[config.mk]
export PLATFORM = sky130hd
export DESIGN_NAME = if_stage
export DESIGN_NICKNAME = d
export VERILOG_FILES = /design/src/rtl/if_stage.sv
export SDC_FILE = /design/constraint.sdc
export NUM_CORES = 1
export LEC_CHECK = 0
export ABC_AREA = 1
export CAP_MARGIN = 0
export CORE_UTILIZATION = 35
export DETAILED_ROUTE_END_ITERATION = 6
export PLACE_DENSITY_LB_ADDON = 0.12
export SYNTH_ARGS = -nofsm -noshare
export SYNTH_HDL_FRONTEND = slang
export SYNTH_SLANG_ARGS = --single-unit
export TNS_END_PERCENT = 20
[constraint.sdc]
create_clock -name clk -period 1.5 [get_ports clk]
set_input_delay 0.3 -clock clk [delete_from_list [all_inputs] [get_ports clk]]
set_output_delay 0.3 -clock clk [all_outputs]
set_load 0.02 [all_outputs]
[src/rtl/if_stage.sv]
// Fetch stage: owns the fetch PC, picks sequential or redirected next-PC
// (one delay slot), and registers instruction/PC/fault into IF/ID.
module if_stage #(
    parameter logic [31:0] PC_RESET = 32'h0000_3000,
    parameter int unsigned IM_DEPTH = 4096
) (
    input  logic        clk,
    input  logic        reset,
    input  logic        stall,
    input  logic        flush,
    input  logic        redirect_valid,
    input  logic [31:0] redirect_target,
    input  logic [31:0] instr_f,
    output logic [31:0] pc_f,
    output logic [31:0] instr_d,
    output logic [31:0] pc_d,
    output logic [31:0] pc8_d,
    output logic        exc_adel_d,
    output logic [31:0] fetch_cnt
);
    localparam logic [31:0] PC_LAST = PC_RESET + (32'(IM_DEPTH) << 2) - 32'd4;

    logic [31:0] r_pc_f;
    logic [31:0] r_instr_d;
    logic [31:0] r_pc_d;
    logic        r_exc_d;
    logic [31:0] r_cnt;
    logic        w_fault_f;

    assign w_fault_f = (r_pc_f[1:0] != 2'b00) || (r_pc_f < PC_RESET) || (r_pc_f > PC_LAST);

    // A stalled redirect is not buffered: ID re-asserts it once the stall drops.
    always_ff @(posedge clk) begin
        if (reset)
            r_pc_f <= PC_RESET;
        else if (!stall)
            r_pc_f <= redirect_valid ? redirect_target : r_pc_f + 32'd4;
    end

    // Redirect never squashes IF/ID: the delay-slot word loads normally.
    always_ff @(posedge clk) begin
        if (reset) begin
            r_instr_d <= 32'd0;
            r_pc_d    <= PC_RESET;
            r_exc_d   <= 1'b0;
            r_cnt     <= 32'd0;
        end else if (flush) begin
            r_instr_d <= 32'd0;
            r_pc_d    <= r_pc_f;
            r_exc_d   <= 1'b0;
        end else if (!stall) begin
            r_instr_d <= w_fault_f ? 32'd0 : instr_f;
            r_pc_d    <= r_pc_f;
            r_exc_d   <= w_fault_f;
            r_cnt     <= r_cnt + 32'd1;
        end
    end

    assign pc_f       = r_pc_f;
    assign instr_d    = r_instr_d;
    assign pc_d       = r_pc_d;
    assign pc8_d      = r_pc_d + 32'd8;
    assign exc_adel_d = r_exc_d;
    assign fetch_cnt  = r_cnt;
endmodule

Word-level counts from Yosys, hierarchy flattened. Cells that the tools add are included. W data, S select, Z words.

Output and inout port bits: 161. Input bits: 69. Flip-flop bits (word level): 129.

Magnitude comparators: 2. Mux-type cells: 4. Bitwise gates (word level): 2. Equal/unequal tests: 1. Add/subtract/negate cells: 3. Reduce and logical (&&, ||, !) cells: 5.

Operators by type and width (count): $mux W32 (4); $add A32 B1 Y32 const B (1); $add A32 B3 Y32 const B (1); $add A32 B4 Y32 const B (1); $gt A32 B15 Y1 const B (1); $lt A32 B14 Y1 const B (1); $logic_or A1 B1 Y1 (2); $ne A2 B1 Y1 const B (1); $not A1 Y1 (2); $reduce_and A2 Y1 (1); $reduce_bool A2 Y1 (1); $reduce_or A2 Y1 (1).

Depth between registers and ports, before layout. Gate-level depths: netlist of the first run.

Word-level depth: 4. Mapped depth: 11.

Worst setup path after synthesis of the first run. Ideal clock, no wire load.

Path kind: register to output. Start: register r_pc_d[4], in the netlist pc_d[4]. End: output pc8_d[23]. Cell stages (with the launch flop): 8. Data required time: 1.200 ns. Setup slack: -0.586 ns. Buffers on the path: 0. Data arrival time: 1.786 ns. Path through: dfxtp_1 > ha_1 > nand3_1 > nor3_1 > nand3_1 > nor2_1 > nand2_1 > xnor2_1.

Cells in the longest elaborated chain, start to end: 1.

Ends and longest elaborated chain: start: declaration (RTL line 25) `logic [31:0] r_pc_d;`; start signal: assignment (RTL line 49) `r_pc_d <= r_pc_f;`; start signal: assignment (RTL line 53) `r_pc_d <= r_pc_f;`; $add A32 B4 Y32 (RTL line 62) `assign pc8_d = r_pc_d + 32'd8;`; end: declaration (RTL line 17) `output logic [31:0] pc8_d,`.

Every way passes these cells.

Worst setup path after layout of the first run.
Start: register r_pc_d[3], in the netlist pc_d[3]. End: output pc8_d[17].

The elaborated chain is that of the path after synthesis.

==> impl_results.md, run 1 <==
- Synthesized flop and latch total: 129
- Die Height: 143 um
- Crit path buf inv count: 3
- Core area: 0.0195 mm2
- Average vias per placed instance: 4.83
- CP required: 1200 ps
- Post-Syn Nets: 1155
- Max-slew violation count: 0
- GRT Overall Usage: 0.260
- Crit path top cell by count: buf_6
- Clock sink count: 129
- Mapped Area: 0.00696 mm2
- Layout Skew: 9.36 ps
- Worst VDD drop: 796 uV
- Combinational Power Share: 0.185
- Max-Cap Viols: 0
- Leading cell type in the layout, fill and taps excluded: nand2_1
- Sequential fraction of the synthesis area: 0.371
- Syn_area_per_cell: 6.42 um2
- Global-route wire length before repair: 41.3 mm
- Setup Viol. Count Final: 30
- Fmax: 0.460 GHz
- Worst path cell trace: ha_4, nand3_4, nor3_4, nand3_2, buf_4, buf_6, xor2_2, buf_6
- RSZ-0062 raised after global routing: true
- Pwr/cell area: 791 mW/mm2
- CTS clk-pin slew, worst paths: 60 ps
- Status: complete, but fails checks
- Post-Route WL: 27.1 mm
- Final HPWL DP: 20.6 mm
- Sw Pwr: 2.79 mW
- Vias in the first global route: 8015
- Drt wl/cell: 15.1 um
- Fillers: 1803
- # diodes: 0
- CP max-delay cell: dfxtp_4
- Number of DRC markers in iteration 0: 444
- Via count: 8662
- FP Rows: 51
- Crit path capture type: primary output
- Area grow syn2layout: 76.0%
- Final WS setup: -672 ps
- Ys Warns: 0
- DRC: 0
- Final period utilization: 1.45
- GPL Wtd Cong: 0.938
- Worst-Margin Slew: 357 ps
- CTS Buf Count: 17
- CP startpoint kind: flop
- Port Buffers: 229
- Multi-input logic area: 0.00442 mm2
- Cell variety after synth: 36
- Storage cell area: 0.00269 mm2
- Crit-path leading delay family: buffers and inverters
- Pre-CTS setup slack: -715 ps
- Die Wd: 143 um
- Switching Share: 0.288
- Clock latency on the worst-skew pair: 420 ps
- CTS tree: yes
- Clk pwr share: 0.431
- Hold Path Class: primary input to flop
- Lkg Pwr: 5.29 nW
- Fin crit period: 2170 ps
- Max-slew headroom at the worst pin: 0.760
- Sequential share of power: 0.385
- CTS root buf: clkbuf_16
- Failing checks: setup timing
- Die Area: 0.0204 mm2
- Worst hold slack: 336 ps
- Most frequent cells in the layout: nand2_1, buf_4, a21oi_1, nor2_1, inv_1
- TritonRoute pass-1 iters: 5
- Initial Utilization: 0.357
- Initial antenna violation count: 0
- Setup Crit Path Kind: flop to primary output
- Internal power: 6.90 mW
- Share of cells above drive strength 1: 0.353
- Post-synthesis instance total: 1083
- Fin util: 0.629
- CTS Buffer Depth: 2
- ANT nets after route: 0
- Critical path arrival: 1870 ps
- Delay of the slowest critical-path stage: 360 ps
- Final Hold Viols: 0
- CTS H-tree depth: 4
- Final nets: 1586
- Critical path peak fanout: 2
- Post-Layout Cell Count: 1792
- I/O pins: 230
- GRT overflow: 0
- Largest net degree at the start of global routing: 34
- Placed insts: 1751
[through the flow]
step           TNS [ps]  area, um2  power (mW)
2_1_floorplan     -5350       7080        4.47
3_3_place_gp     -25180      11200        5.58
3_5_place_dp     -27080      11200        5.59
4_1_cts          -15260      11900        9.73
5_1_grt          -18460      12200        10.1
6_report         -14390      12200        9.69
[cells in the mapped netlist (all sizes together)]
master | instances | area, um2
a211oi | 4 | 30.0
a21oi | 107 | 536
o31ai | 1 | 7.51
a31oi | 3 | 18.8
nand2 | 323 | 1220
xor2 | 27 | 236
o21ba | 1 | 10.0
dfxtp | 129 | 2580
clkbuf | 23 | 86.3
buf | 15 | 88.8
o21a | 1 | 7.51
o221ai | 2 | 17.5
nand3 | 56 | 280
nor2 | 161 | 654
nor3 | 26 | 151
nand4 | 12 | 75.1
o221a | 2 | 22.5
o211ai | 7 | 52.6
o21ai | 67 | 335
nor4 | 1 | 6.26
nand3b | 2 | 15.0
inv | 94 | 353
ha | 3 | 37.5
and3 | 2 | 12.5
clkinv | 2 | 8.75
xnor2 | 10 | 87.6
a221oi | 2 | 17.5
[area by class of cell]
| type | count | share of cell area |
|---|---|---|
| multi-input combinational | 820 | 0.361 |
| inverter | 96 | 0.0305 |
| sequential | 129 | 0.220 |
| tap | 265 | 0.0271 |
| clock buffer | 18 | 0.0351 |
| clock inverter | 14 | 0.0127 |
| timing repair buffer | 450 | 0.314 |
[per-layer routing]
layer | wire length, um | GRT usage | vias to the layer above
li1 | - | - | 4370
met1 | 11500 | 0.320 | 3966
met2 | 13300 | 0.447 | 281
met3 | 1600 | 0.0500 | 45
met4 | 719 | 0.0979 | 0
met5 | 0 | 0 | -
[repair_timing]
action,4_1_cts,5_1_grt
gates resized for setup,476,161
pin swaps,33,33
endpoints found under the setup margin,213,149
gates cloned,0,0
hold buffers,0,0
setup buffers,4,8
[power groups by stage]
stage	Combinational (mW)	Sequential, mW	Clock (mW)
after floorplan	0.544	3.93	0
after global placement	1.80	3.78	0
after detailed placement	1.81	3.78	0
after CTS	1.76	3.72	4.26
after global routing	1.92	3.74	4.40
final	1.79	3.73	4.17
[worst min-delay path, stage by stage]
cell     delay, ps
buf_2          100
buf_4          180
o21ai_0        100
inv_1           40
[path summary, 6_finish.rpt]
kind                     from     endpoint  slack, ps  cells after the start
setup / recovery      pc_d[3]    pc8_d[17]       -670                      8
hold / removal          stall      pc_f[2]        340                      4
setup reg to reg     pc_f[17]   instr_d[1]          0                      8
hold reg to reg   instr_d[28]  instr_d[28]        460                      2
[kinds of logic after synthesis]
kind of cell,count (synthesis),synth area share
xor+xnor,37,0.0466
fa+ha+maj,3,0.00540
flops,129,0.371
simple gates,583,0.348
buf+inv,134,0.0772
compound gates,197,0.152
[state kept, by name, indices dropped and copies added, names as in the netlist]
register    cells
instr_d        32
fetch_cnt      32
exc_adel_d      1
pc_f           32
pc_d           32
Power figures use the tool's default switching activity.
==> run 2, diff against run 1 <==
Clock period 1.5 ns to 2.2 ns, I/O delays scaled along.
==> impl_results.md, run 2 (synthesis results as in run 1) <==
- Sequential share of power: 0.382
- Met2 WL: 12.1 mm
- FP Rows: 51
- Die Wd: 143 um
- I/O pins: 230
- # diodes: 0
- Core area: 0.0195 mm2
- Post-Route WL: 25.1 mm
- Share of cells above drive strength 1: 0.164
- Layout Skew: 7.19 ps
- Die Height: 143 um
- Worst reg2reg endpoint: pc_f[18]
- Hold wc startpoint: instr_d[21]
- Final nets: 1458
- Hold Path Class: flop to flop
- GRT Overall Usage: 0.244
- Setup Crit Path Kind: flop to primary output
- Max layer used: met5
- Die Area: 0.0204 mm2
- Area grow syn2layout: 57.5%
- CTS Buffer Depth: 2
- Max-slew violation count: 0
- Via count: 8053
- Largest net degree at the start of global routing: 46
- CP required: 1760 ps
- TritonRoute pass-1 iters: 5
- Vias in the first global route: 7469
- R2r setup slk: 330 ps
- GPL Wtd Cong: 0.887
- Sw Pwr: 1.82 mW
- Failing checks: setup timing
- Hold Buf Count CTS: 0
- Average vias per placed instance: 4.84
- WHS Endpoint: instr_d[21]
- CTS tree: yes
- CTS Buf Count: 17
- Initial antenna violation count: 2
- ANT nets after route: 0
- Delay of the slowest critical-path stage: 330 ps
- Worst VDD drop: 543 uV
- Global-route wire length before repair: 38.6 mm
- Fin crit period: 2310 ps
- Worst Setup SP: pc_d[4]
- CTS H-tree depth: 4
- RSZ-0062 raised after global routing: true
- Critical path peak fanout: 3
- Clock sink count: 129
- Crit-path leading delay family: simple AND/OR/NAND/NOR gates
- Pre-CTS setup slack: -345 ps
- Critical path arrival: 1870 ps
- Fin util: 0.563
- Clock latency on the worst-skew pair: 420 ps
- Hold Path Depth: 2
- CTS clk-pin slew, worst paths: 60 ps
- Leading cell type in the layout, fill and taps excluded: nand2_1
- GRT overflow: 0
- Port Buffers: 229
- Final period utilization: 1.05
- Max-Cap Viols: 0
- CP max-delay cell: dfxtp_2
- DRC: 0
- Cells on worst reg2reg path: 8
- Drt wl/cell: 15.1 um
- Combinational Power Share: 0.161
- Crit path buf inv count: 3
- Met3 wire length: 1.60 mm
- Switching Share: 0.273
- Number of DRC markers in iteration 0: 391
- Initial Utilization: 0.357
- Metal-1 WL: 10.9 mm
- Fmax: 0.432 GHz
- Final HPWL DP: 19.1 mm
- Final WS setup: -112 ps
- Most frequent cells in the layout: nand2_1, clkdlybuf4s50_1, nor2_1, dfxtp_1, buf_4
- Worst-Margin Slew: 442 ps
- Final Hold Viols: 0
- CTS root buf: clkbuf_16
- Placed insts: 1630
- Pwr/cell area: 609 mW/mm2
- Clk pwr share: 0.457
- CP startpoint kind: flop
- Setup Viol. Count Final: 12
- Internal power: 4.85 mW
- Reg-to-Reg Start: pc_f[3]
- Post-Layout Cell Count: 1664
- Worst path cell trace: buf_4, inv_1, nor3_2, nand2_1, nor3_2, xor2_1, buf_4
- Max-slew headroom at the worst pin: 0.705
- Status: complete, but fails checks
- Crit path capture type: primary output
- Lkg Pwr: 4.17 nW
## run 2: cell count changes in the layout (fill, tap and decap cells not counted), sizes merged
cell / delta
clkbuf: -15
dlygate4sd2: -56
buf: -148
dlymetal6s2s: -1
bufinv: +2
clkdlybuf4s15: -43
clkdlybuf4s50: +134
clkinvlp: -1
## run 2: timing repair
| action | 4_1_cts | 5_1_grt |
|---|---|---|
| resized for setup | 146 | 53 |
| buffers inserted | 1 | 1 |
| endpoints found under the hold margin | 0 | 0 |
| setup endpoints to repair | 27 | 25 |
| pin swaps | 9 | 15 |
## run 2: final cells by class
cell class / count / area, um2
fillers: 1901 / 8510
clock inverters: 15 / 206
inverters: 96 / 362
multi-input cells: 820 / 4050
flip-flops and latches: 129 / 2600
well taps: 265 / 332
repair buffers: 322 / 2980
clock buffers: 17 / 425
## run 2: worst max-delay path by stage
stage	to	slack (ps)	cells past startpoint
after floorplan	pc8_d[21]	60	6
after global placement	pc8_d[23]	-330	8
after detailed placement	pc8_d[23]	-340	8
after CTS	pc8_d[17]	-240	7
after global routing	pc8_d[28]	-210	7
final	pc8_d[20]	-110	7
## run 2: power by group through the flow
| stage | clock network, mW | logic (mW) | registers [mW] |
|---|---|---|---|
| final | 3.05 | 1.07 | 2.55 |
| after global routing | 3.19 | 1.16 | 2.56 |
| after CTS | 3.10 | 1.06 | 2.55 |
| after detailed placement | 0 | 1.07 | 2.59 |
| after global placement | 0 | 1.06 | 2.59 |
| after floorplan | 0 | 0.361 | 2.68 |
## run 2: routing by layer
layer	vias up	GRT usage
met4	2	0.0809
met3	35	0.0567
met2	269	0.418
met5	-	0
met1	3634	0.301
li1	4113	-
## run 2: stage by stage
step	total power [mW]	TNS, ps	cell area [um2]	hold WS (ps)
floorplan	3.04	0	6960	545
global placement	3.66	-2570	10100	451
detailed placement	3.66	-2850	10100	455
CTS	6.70	-1660	10800	464
global route	6.91	-2530	11000	480
finish	6.67	-625	11000	462
## run 2: worst reg2reg max path, cell delays in order (launching register included)
cell and delay [ps]:
dfxtp_1 490, ha_1 290, nand2_1 130, nor2_4 190
nand2_1 180, nor2_1 170, xor2_1 160, nand2_1 70
a21oi_1 120
